==> src/rtl/rv32im_fetch_sequencer.sv <==
// rv32im_fetch_sequencer
// Owns the fetch program counter and sequences a single-outstanding req/ack
// fetch to instruction memory. The fetched word is held for decode while it
// stalls, and a response that was already in flight when a redirect arrived
// is dropped rather than handed to decode.
//
// Handshake: imem_req_o is high only in S_WAIT, and imem_addr_o stays at
// fetch_pc for as long as it is high. A beat completes on any cycle where
// imem_req_o && imem_ack_i, including the first cycle of the request.
// Decode takes instr_o/instr_pc_o on any cycle with instr_valid_o && !stall_i.
module rv32im_fetch_sequencer #(
    parameter int unsigned         PC_WIDTH = 32,
    parameter logic [PC_WIDTH-1:0] RESET_PC = '0
) (
    input  logic                clk,
    input  logic                reset,
    input  logic                trap_valid_i,
    input  logic [PC_WIDTH-1:0] trap_vec_i,
    input  logic                redirect_i,
    input  logic [PC_WIDTH-1:0] redirect_pc_i,
    input  logic                stall_i,
    output logic                imem_req_o,
    output logic [PC_WIDTH-1:0] imem_addr_o,
    input  logic                imem_ack_i,
    input  logic [31:0]         imem_rdata_i,
    output logic                instr_valid_o,
    output logic [31:0]         instr_o,
    output logic [PC_WIDTH-1:0] instr_pc_o,
    output logic [PC_WIDTH-1:0] pc_next_o,
    output logic                misalign_o,
    output logic [1:0]          dbg_state
);

    typedef enum logic [1:0] {
        S_IDLE    = 2'd0,
        S_WAIT    = 2'd1,
        S_HOLD    = 2'd2,
        S_DISCARD = 2'd3
    } state_t;

    state_t              state, state_n;
    logic [PC_WIDTH-1:0] fetch_pc, fetch_pc_n;
    logic [31:0]         instr_q;
    logic [PC_WIDTH-1:0] instr_pc_q;
    logic                misalign_q;

    logic                redir;
    logic [PC_WIDTH-1:0] target;
    logic [PC_WIDTH-1:0] target_aligned;
    logic                load_instr;

    // Trap wins over a branch redirect; the low two bits are forced to zero
    // so fetch always stays word aligned.
    assign redir          = trap_valid_i | redirect_i;
    assign target         = trap_valid_i ? trap_vec_i : redirect_pc_i;
    assign target_aligned = {target[PC_WIDTH-1:2], 2'b00};

    // Next state, next fetch_pc and the capture strobe for the held instruction.
    always_comb begin
        state_n    = state;
        fetch_pc_n = fetch_pc;
        load_instr = 1'b0;
        unique case (state)
            S_IDLE: begin
                // Any ack seen here belongs to a request killed by reset.
                state_n = S_WAIT;
                if (redir) fetch_pc_n = target_aligned;
            end
            S_WAIT: begin
                if (redir) begin
                    // An in-flight fetch is never cancelled: if its ack has not
                    // come yet it must be absorbed in S_DISCARD.
                    fetch_pc_n = target_aligned;
                    state_n    = imem_ack_i ? S_WAIT : S_DISCARD;
                end else if (imem_ack_i) begin
                    load_instr = 1'b1;
                    fetch_pc_n = fetch_pc + PC_WIDTH'(4);
                    state_n    = S_HOLD;
                end
            end
            S_HOLD: begin
                if (redir) begin
                    fetch_pc_n = target_aligned;
                    state_n    = S_WAIT;
                end else if (!stall_i) begin
                    state_n = S_WAIT;
                end
            end
            S_DISCARD: begin
                if (redir) fetch_pc_n = target_aligned;
                if (imem_ack_i) state_n = S_WAIT;
            end
            default: state_n = S_IDLE;
        endcase
    end

    // State, PC, held instruction and misalign flag registers.
    always_ff @(posedge clk) begin
        if (reset) begin
            state      <= S_IDLE;
            fetch_pc   <= RESET_PC;
            instr_q    <= '0;
            instr_pc_q <= '0;
            misalign_q <= 1'b0;
        end else begin
            state      <= state_n;
            fetch_pc   <= fetch_pc_n;
            misalign_q <= redir && (target[1:0] != 2'b00);
            if (load_instr) begin
                instr_q    <= imem_rdata_i;
                instr_pc_q <= fetch_pc;
            end
        end
    end

    assign imem_req_o    = (state == S_WAIT);
    assign imem_addr_o   = fetch_pc;
    assign instr_valid_o = (state == S_HOLD);
    assign instr_o       = instr_q;
    assign instr_pc_o    = instr_pc_q;
    assign misalign_o    = misalign_q;
    assign pc_next_o     = reset ? RESET_PC : fetch_pc_n;
    assign dbg_state     = state;

endmodule
==> config.mk <==
export PLATFORM = sky130hd
export DESIGN_NAME = rv32im_fetch_sequencer
export DESIGN_NICKNAME = d
export VERILOG_FILES = /design/src/rtl/rv32im_fetch_sequencer.sv
export SDC_FILE = /design/constraint.sdc
export NUM_CORES = 1
export LEC_CHECK = 0
export CORE_MARGIN = 8
export CORE_UTILIZATION = 40
export DETAILED_ROUTE_END_ITERATION = 12
export PLACE_DENSITY = 0.83
export SLEW_MARGIN = 20
export SYNTH_ARGS = -nofsm -noshare
export SYNTH_HDL_FRONTEND = slang
export SYNTH_SLANG_ARGS = --single-unit
==> constraint.sdc <==
create_clock -name clk -period 4.75 [get_ports clk]
set_input_delay 0.95 -clock clk [delete_from_list [all_inputs] [get_ports clk]]
set_output_delay 0.95 -clock clk [all_outputs]
set_load 0.05 [all_outputs]
==> out/results.ini, run 1 <==
[clocking]
cts_setup_buffers=0
cts_buffers=9
cts_resized=0
clock_latency_ns=0.37
cts_tree=yes
path_clk_slew_ns=0.08
clockRootBuffer=clkbuf_8
h-tree-depth=3
clk_path_buf_depth=2
postCtsHoldBufs=0
cts.sink_count=99

[setup_path]
worstSetupEndpointType=primary output
critPathMaxFanout=13
cp-start-kind=primary input
cp.arrival_ns=3.32
crit_path_start=imem_ack_i
cp.required_ns=3.80
crit_slowest_cell=clkdlybuf4s50_1
crit_path_max_incr_delay_ns=0.59
crit_type=in -> out
worstPathCellList=clkdlybuf4s50_1 -> and4b_1 -> nand4_4 -> or3_1 -> o21ai_0 -> nor3b_1 -> buf_12
r2r_start=imem_addr_o[5]$_DFF_P_

[routing]
drtIter0Drc=305
drt-total-wl_um=17300
vias=4749
drtAntennaViolNets=0
first_pass_iters=6
drc=0
wl_per_cell_um=19.5
vias_per_cell=5.37

[sta]
setup_tns_ns=0
rsz0062_at_grt=no
period_minus_slack_ns=4.27
period_share=0.900
hold_viol_final=0
worst_pin_slew_ns=0.705
slew_headroom=0.530
setup_viol=0
drv_slew=0
max_freq_mhz=234
fin_skew_ns=0.00897
setup_ws_ns=0.476

[die]
start_util=0.411
die_area_um2=14200
core_um2=10300
pin_count=235
rows=37
die_w_um=119
die_y_um=119

[power_and_ir_drop]
p_int_w=0.00141
clockPowerShare=0.301
seqPwrFrac=0.440
power.total_w=0.00205
p_switching_w=0.000634
ir_drop_uv=216
swShare=0.310
pwr-share-comb=0.259
power_density_nw_per_um2=283
p_leak_nw=2.50

[grt]
gr-total-overflow=0
track_usage=0.240
grt_pass1_vias=5045
grt_max_degree=65
grt_pass1_wl_um=27300
antenna_found_initial=0

[yosys]
synth_top_family_by_area=simple AND/OR/NAND/NOR gates
seq_area_frac_synth=0.467
synth.avg_cell_area_um2=8.04
ys_warn_count=0
yosysUniqueCellTypes=45
synth_fa_ha_area_frac=0.00295
syn-instance-count=528
synth-simple-area-share=0.246
yosys_register_bits=99
synth-xor-area-share=0.0557
synth_top_area_share=0.467
yosys.area.top_type=dfxtp_1
syn_nets=631
synth_area_leaders=dfxtp_1 (47%), nand2_1 (14%), a21oi_1 (8.6%), xnor2_1 (4.5%), o22ai_1 (2.9%)
netlist_area_um2=4250
synth_compound_area_frac=0.181
muxShareOfSynthArea=0.00236

[placed_design]
port_buffers=234
preCtsSetupSlack_ns=0.478
dp_cells=870
hpwlAfterDp_um=12800
gp_congestion=0.809

[hold_path]
worstHoldStart=instr_pc_o[13]$_SDFFE_PP0P_
hp-class=reg -> reg

[job]
max_cap_violations=0

[layout]
most-common-layout-cells=clkdlybuf4s50_1 (201), nand2_1 (153), dfxtp_1 (99)
drive_gt1_frac=0.0908
nNetsFinal=848
area_delta_synth_final_pct=70.0
n_antenna_cell=0
fillers=817
instances_no_fill=885
final_common_cell=clkdlybuf4s50_1

[run_status]
status=completed

registers in the layout, indices dropped and copies added, names as in the netlist:
| signal | cells |
|---|---|
| instr_o | 32 |
| imem_addr_o | 32 |
| instr_pc_o | 32 |
| dbg_state | 2 |
| misalign_o | 1 |
power groups by stage:
stage               sequential, W  combinational (W)  clock, W
floorplan                 0.00101           0.000167         0
CTS                      0.000899           0.000533  0.000628
detailed placement       0.000918           0.000530         0
global placement         0.000917           0.000523         0
finish                   0.000900           0.000530  0.000616
global route             0.000905           0.000553  0.000667
path summary, 6_finish.rpt:
| path | end | slack (ns) | cells after the start |
|---|---|---|---|
| max reg2reg | imem_addr_o[27]$_DFF_P_ | 2.17 | 5 |
| min | instr_pc_o[13]$_SDFFE_PP0P_ | 0.46 | 2 |
| min reg2reg | instr_pc_o[13]$_SDFFE_PP0P_ | 0.46 | 2 |
| max | pc_next_o[31] | 0.48 | 7 |
final cells by class:
type / instances / area (µm²) / area share
Clock buffer: 11 / 151 / 0.0210
Inverter: 11 / 41.3 / 0.00572
Timing Repair Buffer: 243 / 2720 / 0.376
Multi-Input combinational cell: 381 / 2090 / 0.289
Sequential cell: 99 / 1980 / 0.274
Tap cell: 136 / 170 / 0.0236
Clock inverter: 4 / 73.8 / 0.0102
Yosys cell counts, drive strengths merged:
cell type,count
nand4,11
dfxtp,99
o221ai,2
inv,10
and3b,1
o311a,1
a311oi,1
nor3,13
ha,1
buf,4
nor4,6
xnor2,22
nand3,7
nor2,7
and4b,1
a22oi,11
or4,1
nand2,154
nand3b,2
o211ai,1
a21oi,73
o22ai,20
nor2b,4
a222oi,2
o21ai,8
or3,1
and4,4
and3,6
xor2,5
clkbuf,33
o2111ai,1
clkinv,1
or2,1
nor3b,1
mux2i,1
nor4b,1
a211oi,11
layer usage:
metal | vias to the layer above | GRT usage | share of wire | routed length, µm
met3 | 30 | 0.0888 | 0.092 | 1590
met1 | 2250 | 0.260 | 0.39 | 6670
met5 | - | 0 | 0 | 0
met4 | 0 | 0.110 | 0.029 | 493
li1 | 2261 | - | - | -
met2 | 208 | 0.409 | 0.49 | 8510
kinds of logic after synthesis:
logic type | Yosys count
adders and majority gates | 1
muxes | 1
xor gates and xnor gates | 27
DFF | 99
AOI/OAI and AO/OA | 131
buffers and inverters | 48
and+or+nand+nor | 221
per-stage QoR:
stage | cell area (µm²) | util | hold WS, ns
after floorplan | 4250 | - | 0.675
after global placement | 6990 | 0.677 | 0.441
after detailed placement | 7000 | 0.678 | 0.445
after CTS | 7220 | 0.699 | 0.459
after global routing | 7220 | 0.699 | 0.473
final | 7220 | 0.699 | 0.456
critical path: cells and delay by family:
family	cells	cell delay (ns)
simple gates	4	1.43
buf+inv	2	0.79
compound gates	1	0.14
Note: power is estimated with default switching activity, not from simulation.
==> inputs of run 2 (changes only) <==
--- a/config.mk
+++ b/config.mk
@@ -7,6 +7,7 @@
 export LEC_CHECK = 0
 export CORE_MARGIN = 8
 export CORE_UTILIZATION = 40
+export CTS_CLUSTER_DIAMETER = 100
 export DETAILED_ROUTE_END_ITERATION = 12
 export PLACE_DENSITY = 0.83
 export SLEW_MARGIN = 20
==> results of run 2 <==
Final layout, timing and power as in run 1 (identical DEF).
==> inputs of run 3 (changes only) <==
--- a/config.mk
+++ b/config.mk
@@ -6,10 +6,9 @@
 export NUM_CORES = 1
 export LEC_CHECK = 0
 export CORE_MARGIN = 8
-export CORE_UTILIZATION = 40
+export CORE_UTILIZATION = 25
 export CTS_CLUSTER_DIAMETER = 100
 export DETAILED_ROUTE_END_ITERATION = 12
-export PLACE_DENSITY = 0.83
 export SLEW_MARGIN = 20
 export SYNTH_ARGS = -nofsm -noshare
 export SYNTH_HDL_FRONTEND = slang
==> out/results.ini, run 3 (synthesized netlist as in run 1, its figures left out) <==
[run_status]
status=completed  ; unchanged

[setup_path]
worstSetupEndpointType=primary output  ; unchanged
cp.arrival_ns=3.35  ; was 3.32 ns
reg2regPathDepth=5  ; unchanged
cp.required_ns=3.80  ; about the same
crit_type=in -> out  ; unchanged
worstPathCellList=clkdlybuf4s50_1 -> and4b_1 -> nand4_4 -> nor4b_1 -> xnor2_1 -> a211oi_1 -> buf_12  ; was clkdlybuf4s50_1 -> and4b_1 -> nand4_4 -> or3_1 -> o21ai_0 -> nor3b_1 -> buf_12
r2r-end=imem_addr_o[18]$_DFF_P_  ; was imem_addr_o[27]$_DFF_P_
critPathTopFamily=simple AND/OR/NAND/NOR gates  ; unchanged
r2r_slack_ns=2.37  ; was 2.17 ns
crit_slowest_cell=clkdlybuf4s50_1  ; unchanged
crit_path_start=imem_ack_i  ; unchanged
r2r_start=imem_addr_o[2]$_DFF_P_  ; was imem_addr_o[5]$_DFF_P_
critPathMaxFanout=13  ; unchanged
crit_path_max_incr_delay_ns=0.58  ; was 0.59 ns
cp.buffers_inverters=2  ; unchanged
cp-start-kind=primary input  ; unchanged

[grt]
track_usage=0.163  ; was 0.240
gr-total-overflow=0  ; unchanged
antenna_found_initial=1  ; was 0
grt_pass1_wl_um=27400  ; was 27300 µm
grt_max_degree=47  ; was 65
grt_pass1_vias=4595  ; was 5045

[routing]
drtIter0Drc=259  ; was 305
drc=0  ; unchanged
vias=4579  ; was 4749
wl_per_cell_um=18.5  ; was 19.5 µm
drt-total-wl_um=18000  ; was 17300 µm
first_pass_iters=4  ; was 6
vias_per_cell=4.70  ; was 5.37
drtAntennaViolNets=0  ; unchanged

[sta]
setup_viol=0  ; unchanged
drv_slew=0  ; unchanged
hold_viol_final=0  ; unchanged
period_share=0.906  ; was 0.900
setup_tns_ns=0  ; unchanged
period_minus_slack_ns=4.30  ; was 4.27 ns
max_freq_mhz=232  ; was 234 MHz
slew_headroom=0.583  ; was 0.530
rsz0062_at_grt=no  ; unchanged
fin_hold_ws_ns=0.451  ; was 0.456 ns
fin_skew_ns=0.00849  ; was 0.00897 ns
worst_pin_slew_ns=0.623  ; was 0.705 ns

[power_and_ir_drop]
ir_drop_uv=205  ; was 216 µV
power_density_nw_per_um2=290  ; was 283 nW/µm²
p_leak_nw=2.54  ; was 2.50 nW

[placed_design]
gp_congestion=0.778  ; was 0.809
hpwlAfterDp_um=13500  ; was 12800 µm
port_buffers=234  ; unchanged

[die]
die_w_um=146  ; was 119 µm
die_y_um=146  ; was 119 µm
pin_count=235  ; unchanged
core_um2=16600  ; was 10300 µm²
die_area_um2=21400  ; was 14200 µm²
start_util=0.256  ; was 0.411
rows=47  ; was 37

[clocking]
postCtsHoldBufs=0  ; unchanged
cts_buffers=9  ; unchanged
path_clk_slew_ns=0.06  ; was 0.08 ns
cts_setup_buffers=0  ; unchanged
cts.sink_count=99  ; unchanged
clockRootBuffer=clkbuf_16  ; was clkbuf_8
cts_resized=0  ; unchanged
cts_tree=yes  ; unchanged
h-tree-depth=3  ; unchanged
clk_path_buf_depth=2  ; unchanged
clock_latency_ns=0.34  ; was 0.37 ns

[hold_path]
hp-class=reg -> reg  ; unchanged
holdPathEnd=instr_pc_o[0]$_SDFFE_PP0P_  ; was instr_pc_o[13]$_SDFFE_PP0P_
worstHoldStart=instr_pc_o[0]$_SDFFE_PP0P_  ; was instr_pc_o[13]$_SDFFE_PP0P_
hold_depth=2  ; unchanged

[layout]
nNetsFinal=852  ; was 848
area_delta_synth_final_pct=75.3  ; was 70.0%
final_common_cell=clkdlybuf4s50_1  ; unchanged
n_antenna_cell=0  ; unchanged
drive_gt1_frac=0.0955  ; was 0.0908
most-common-layout-cells=clkdlybuf4s50_1 (201), nand2_1 (153), dfxtp_1 (99)  ; unchanged

[job]
max_cap_violations=0  ; unchanged

## run 3: cell count changes in the layout (fill, tap and decap cells not counted), sizes merged
cell,change
buf,+4
bufinv,-2
clkbuf,+2
clkinvlp,+1
## run 3: worst register-to-register path: cells and delay by family, from the launching register on
family / cells / cell delay, ns
xor gates and xnor gates: 1 / 0.16
adders and majority gates: 1 / 0.35
DFF: 1 / 0.51
AOI/OAI and AO/OA: 1 / 0.45
and+or+nand+nor: 2 / 0.75
## run 3: report_power, final
| part | total (W) | internal, W | leakage (nW) | switching, W |
|---|---|---|---|---|
| logic | 0.000531 | 0.000231 | 1.59 | 0.000299 |
| clock network | 0.000727 | 0.000399 | 0.142 | 0.000328 |
| registers | 0.000899 | 0.000859 | 0.807 | 0.0000402 |
## run 3: worst max path at each step
stage                    end  slack [ns]  cells after the start
2_1_floorplan  pc_next_o[27]        0.58                      6
3_3_place_gp   pc_next_o[26]        0.47                      7
3_5_place_dp   pc_next_o[26]        0.43                      7
4_1_cts        pc_next_o[26]        0.43                      7
5_1_grt        pc_next_o[26]        0.24                      7
6_report       pc_next_o[26]        0.45                      7
## run 3: cell type report
type                    count  area (µm²)
fillers                  1693        9140
well taps                 220         275
repair buffers            247        2770
clock inverters             3        21.3
multi-input cells         381        2080
flip-flops and latches     99        1980
clock buffers              13         270
inverters                  11        41.3
## run 3: through the flow
stage                     cell area, µm²  power [W]  setup slack, ns  utilization  std cells
after global routing                7440    0.00225            0.243        0.449        974
after floorplan                     4250    0.00117            0.577            -        528
after CTS                           7440    0.00219            0.429        0.449        974
final                               7440    0.00216            0.446        0.449        974
after global placement              7150    0.00145            0.474        0.431        958
after detailed placement            7150    0.00145            0.433        0.431        958
## run 3: layer usage
layer,GRT usage,up-vias,part of all wire
li1,-,2275,-
met1,0.193,2129,0.42
met2,0.267,150,0.47
met3,0.0652,23,0.085
met4,0.0510,2,0.020
met5,0,-,0.00072
==> RTL change: new RTL, settings of run 2 <==
Register the output `dbg_state` once more, without a reset; this adds one clock of latency there. The other outputs are not delayed to match.
--- a/src/rtl/rv32im_fetch_sequencer.sv
+++ b/src/rtl/rv32im_fetch_sequencer.sv
@@ -122,3 +122,5 @@
     assign pc_next_o     = reset ? RESET_PC : fetch_pc_n;
-    assign dbg_state     = state;
+    always_ff @(posedge clk) begin
+        dbg_state <= state;
+    end
 
Formal check against the unedited RTL: not equivalent (a bounded check fails within 4 cycles, from zero or initial values and one cycle with reset high).
==> RTL change against run 2 <==
Clock skew is 3.6 ps higher; register-to-register slack worse by 120 ps; cell count is 0.68% higher; non-clock buffer count is 1 lower; first-iteration DRC count is 10% higher; highest routed layer unchanged; fmax hardly changed; routed wire length is 2.7% lower; combinational power is 0.9% lower; sequential cell count is 2 higher; cell area is 0.29% higher; area after synthesis is 0.94% higher; total power is 0.26% higher; setup slack hardly changed.
==> RTL change: results <==
[detailed_routing]
drt_iter0_markers = 336
firstDrtPassIters = 5
totalWireLength_mm = 16.80
viasPerCell = 5.290
vias = 4713

[placed_design]
place_congestion = 0.8036
dp_slack_ps = 463.4
dp_hpwl_mm = 12.60
place_area_um2 = 7020
place_inst = 875

[worst_setup_path]
reg2reg_from = imem_addr_o[4]
critPathMaxFanout = 13
r2r_slack_ps = 2050
crit_slowest_cell = clkdlybuf4s50_1
critical_path.max_stage_delay_ps = 570

[timing]
finalClockSkew_ps = 12.61
hold_viol = 0
worst_pin_slew_ps = 735.1
hold_ws_ps = 459.7

[cells_and_area]
fillers = 862
fin_util_pct = 68.00
layout-drive-gt1-share_pct = 9.055
final_nets = 849

[yosys]
synth-compound-area-share_pct = 17.92
synth_top_cells_by_count = nand2_1, dfxtp_1, a21oi_1
ys_async_sr_fraction_pct = 0
ys_seq_area_share_pct = 47.17
synthCells = 530
netlist_top_cells_area = dfxtp_1, nand2_1, a21oi_1, xnor2_1, o22ai_1
synth-xor-area-share_pct = 5.517
synth_nets = 633
synthMuxAreaShare_pct = 0.2335
yosys.area_share.adder_pct = 0.2919

[grt]
grt_pass1_wl_mm = 26.01
grt_use_total_pct = 22.59
grt_start_max_net_pins = 68
grt_pass1_vias = 4933

[worst_hold_path]
hp-start = instr_pc_o[28]
holdPathEnd = instr_pc_o[28]

[run_status]
status = finished clean

[clock_network]
clock_latency_ps = 360
ctsResizeCount = 0
post-cts-setup-buffer-count = 0
cts-root-buf = clkbuf_8

[power_and_ir_drop]
leakagePower_nw = 2.496
irDropWorstVdd_mv = 0.2007
RTL change: worst max path at each step:
| stage | start | to | slack (ps) | cells past startpoint |
|---|---|---|---|---|
| 6_report | imem_ack_i | pc_next_o[31] | 480 | 7 |
| 5_1_grt | imem_ack_i | pc_next_o[31] | 290 | 7 |
| 4_1_cts | imem_ack_i | pc_next_o[31] | 450 | 7 |
| 3_5_place_dp | imem_ack_i | pc_next_o[31] | 460 | 7 |
| 3_3_place_gp | imem_ack_i | pc_next_o[31] | 520 | 7 |
| 2_1_floorplan | imem_ack_i | pc_next_o[18] | 620 | 5 |
RTL change: cell families after synthesis:
family                   after synthesis
adder cells (fa/ha/maj)                1
flip-flops                           101
AO/OA/AOI/OAI                        131
XOR/XNOR                              27
multiplexers                           1
buffers and inverters                 48
AND/OR/NAND/NOR                      221
RTL change: per-layer routing:
layer  global-route usage (%)  vias to the layer above  part of all wire [%]
li1                         -                     2266                     -
met1                    23.42                     2196                    38
met2                    39.43                      212                    49
met3                    8.736                       39                   8.9
met4                    10.77                        0                   3.8
met5                        0                        -                     0
RTL change: worst reg2reg max path, stage by stage (launching register included):
cell and delay (ps):
dfxtp_1 490, and4_4 310, nand4_1 590, nor4_1 520
xnor2_1 120, a311oi_1 500
RTL change: final cells by class:
cell class | count | share of cell area, %
Sequential cell | 101 | 27.92
Inverter | 11 | 0.5701
Clock buffer | 9 | 1.710
Clock inverter | 7 | 1.348
Timing Repair Buffer | 242 | 37.21
Multi-Input combinational cell | 381 | 28.82
Tap cell | 140 | 2.419
RTL change: where the power goes:
group / internal (mW) / leakage [nW] / switching, mW
clock: 0.299 / 0.106 / 0.310
sequential: 0.876 / 0.824 / 0.0416
combinational: 0.229 / 1.57 / 0.295
total: 1.40 / 2.50 / 0.647
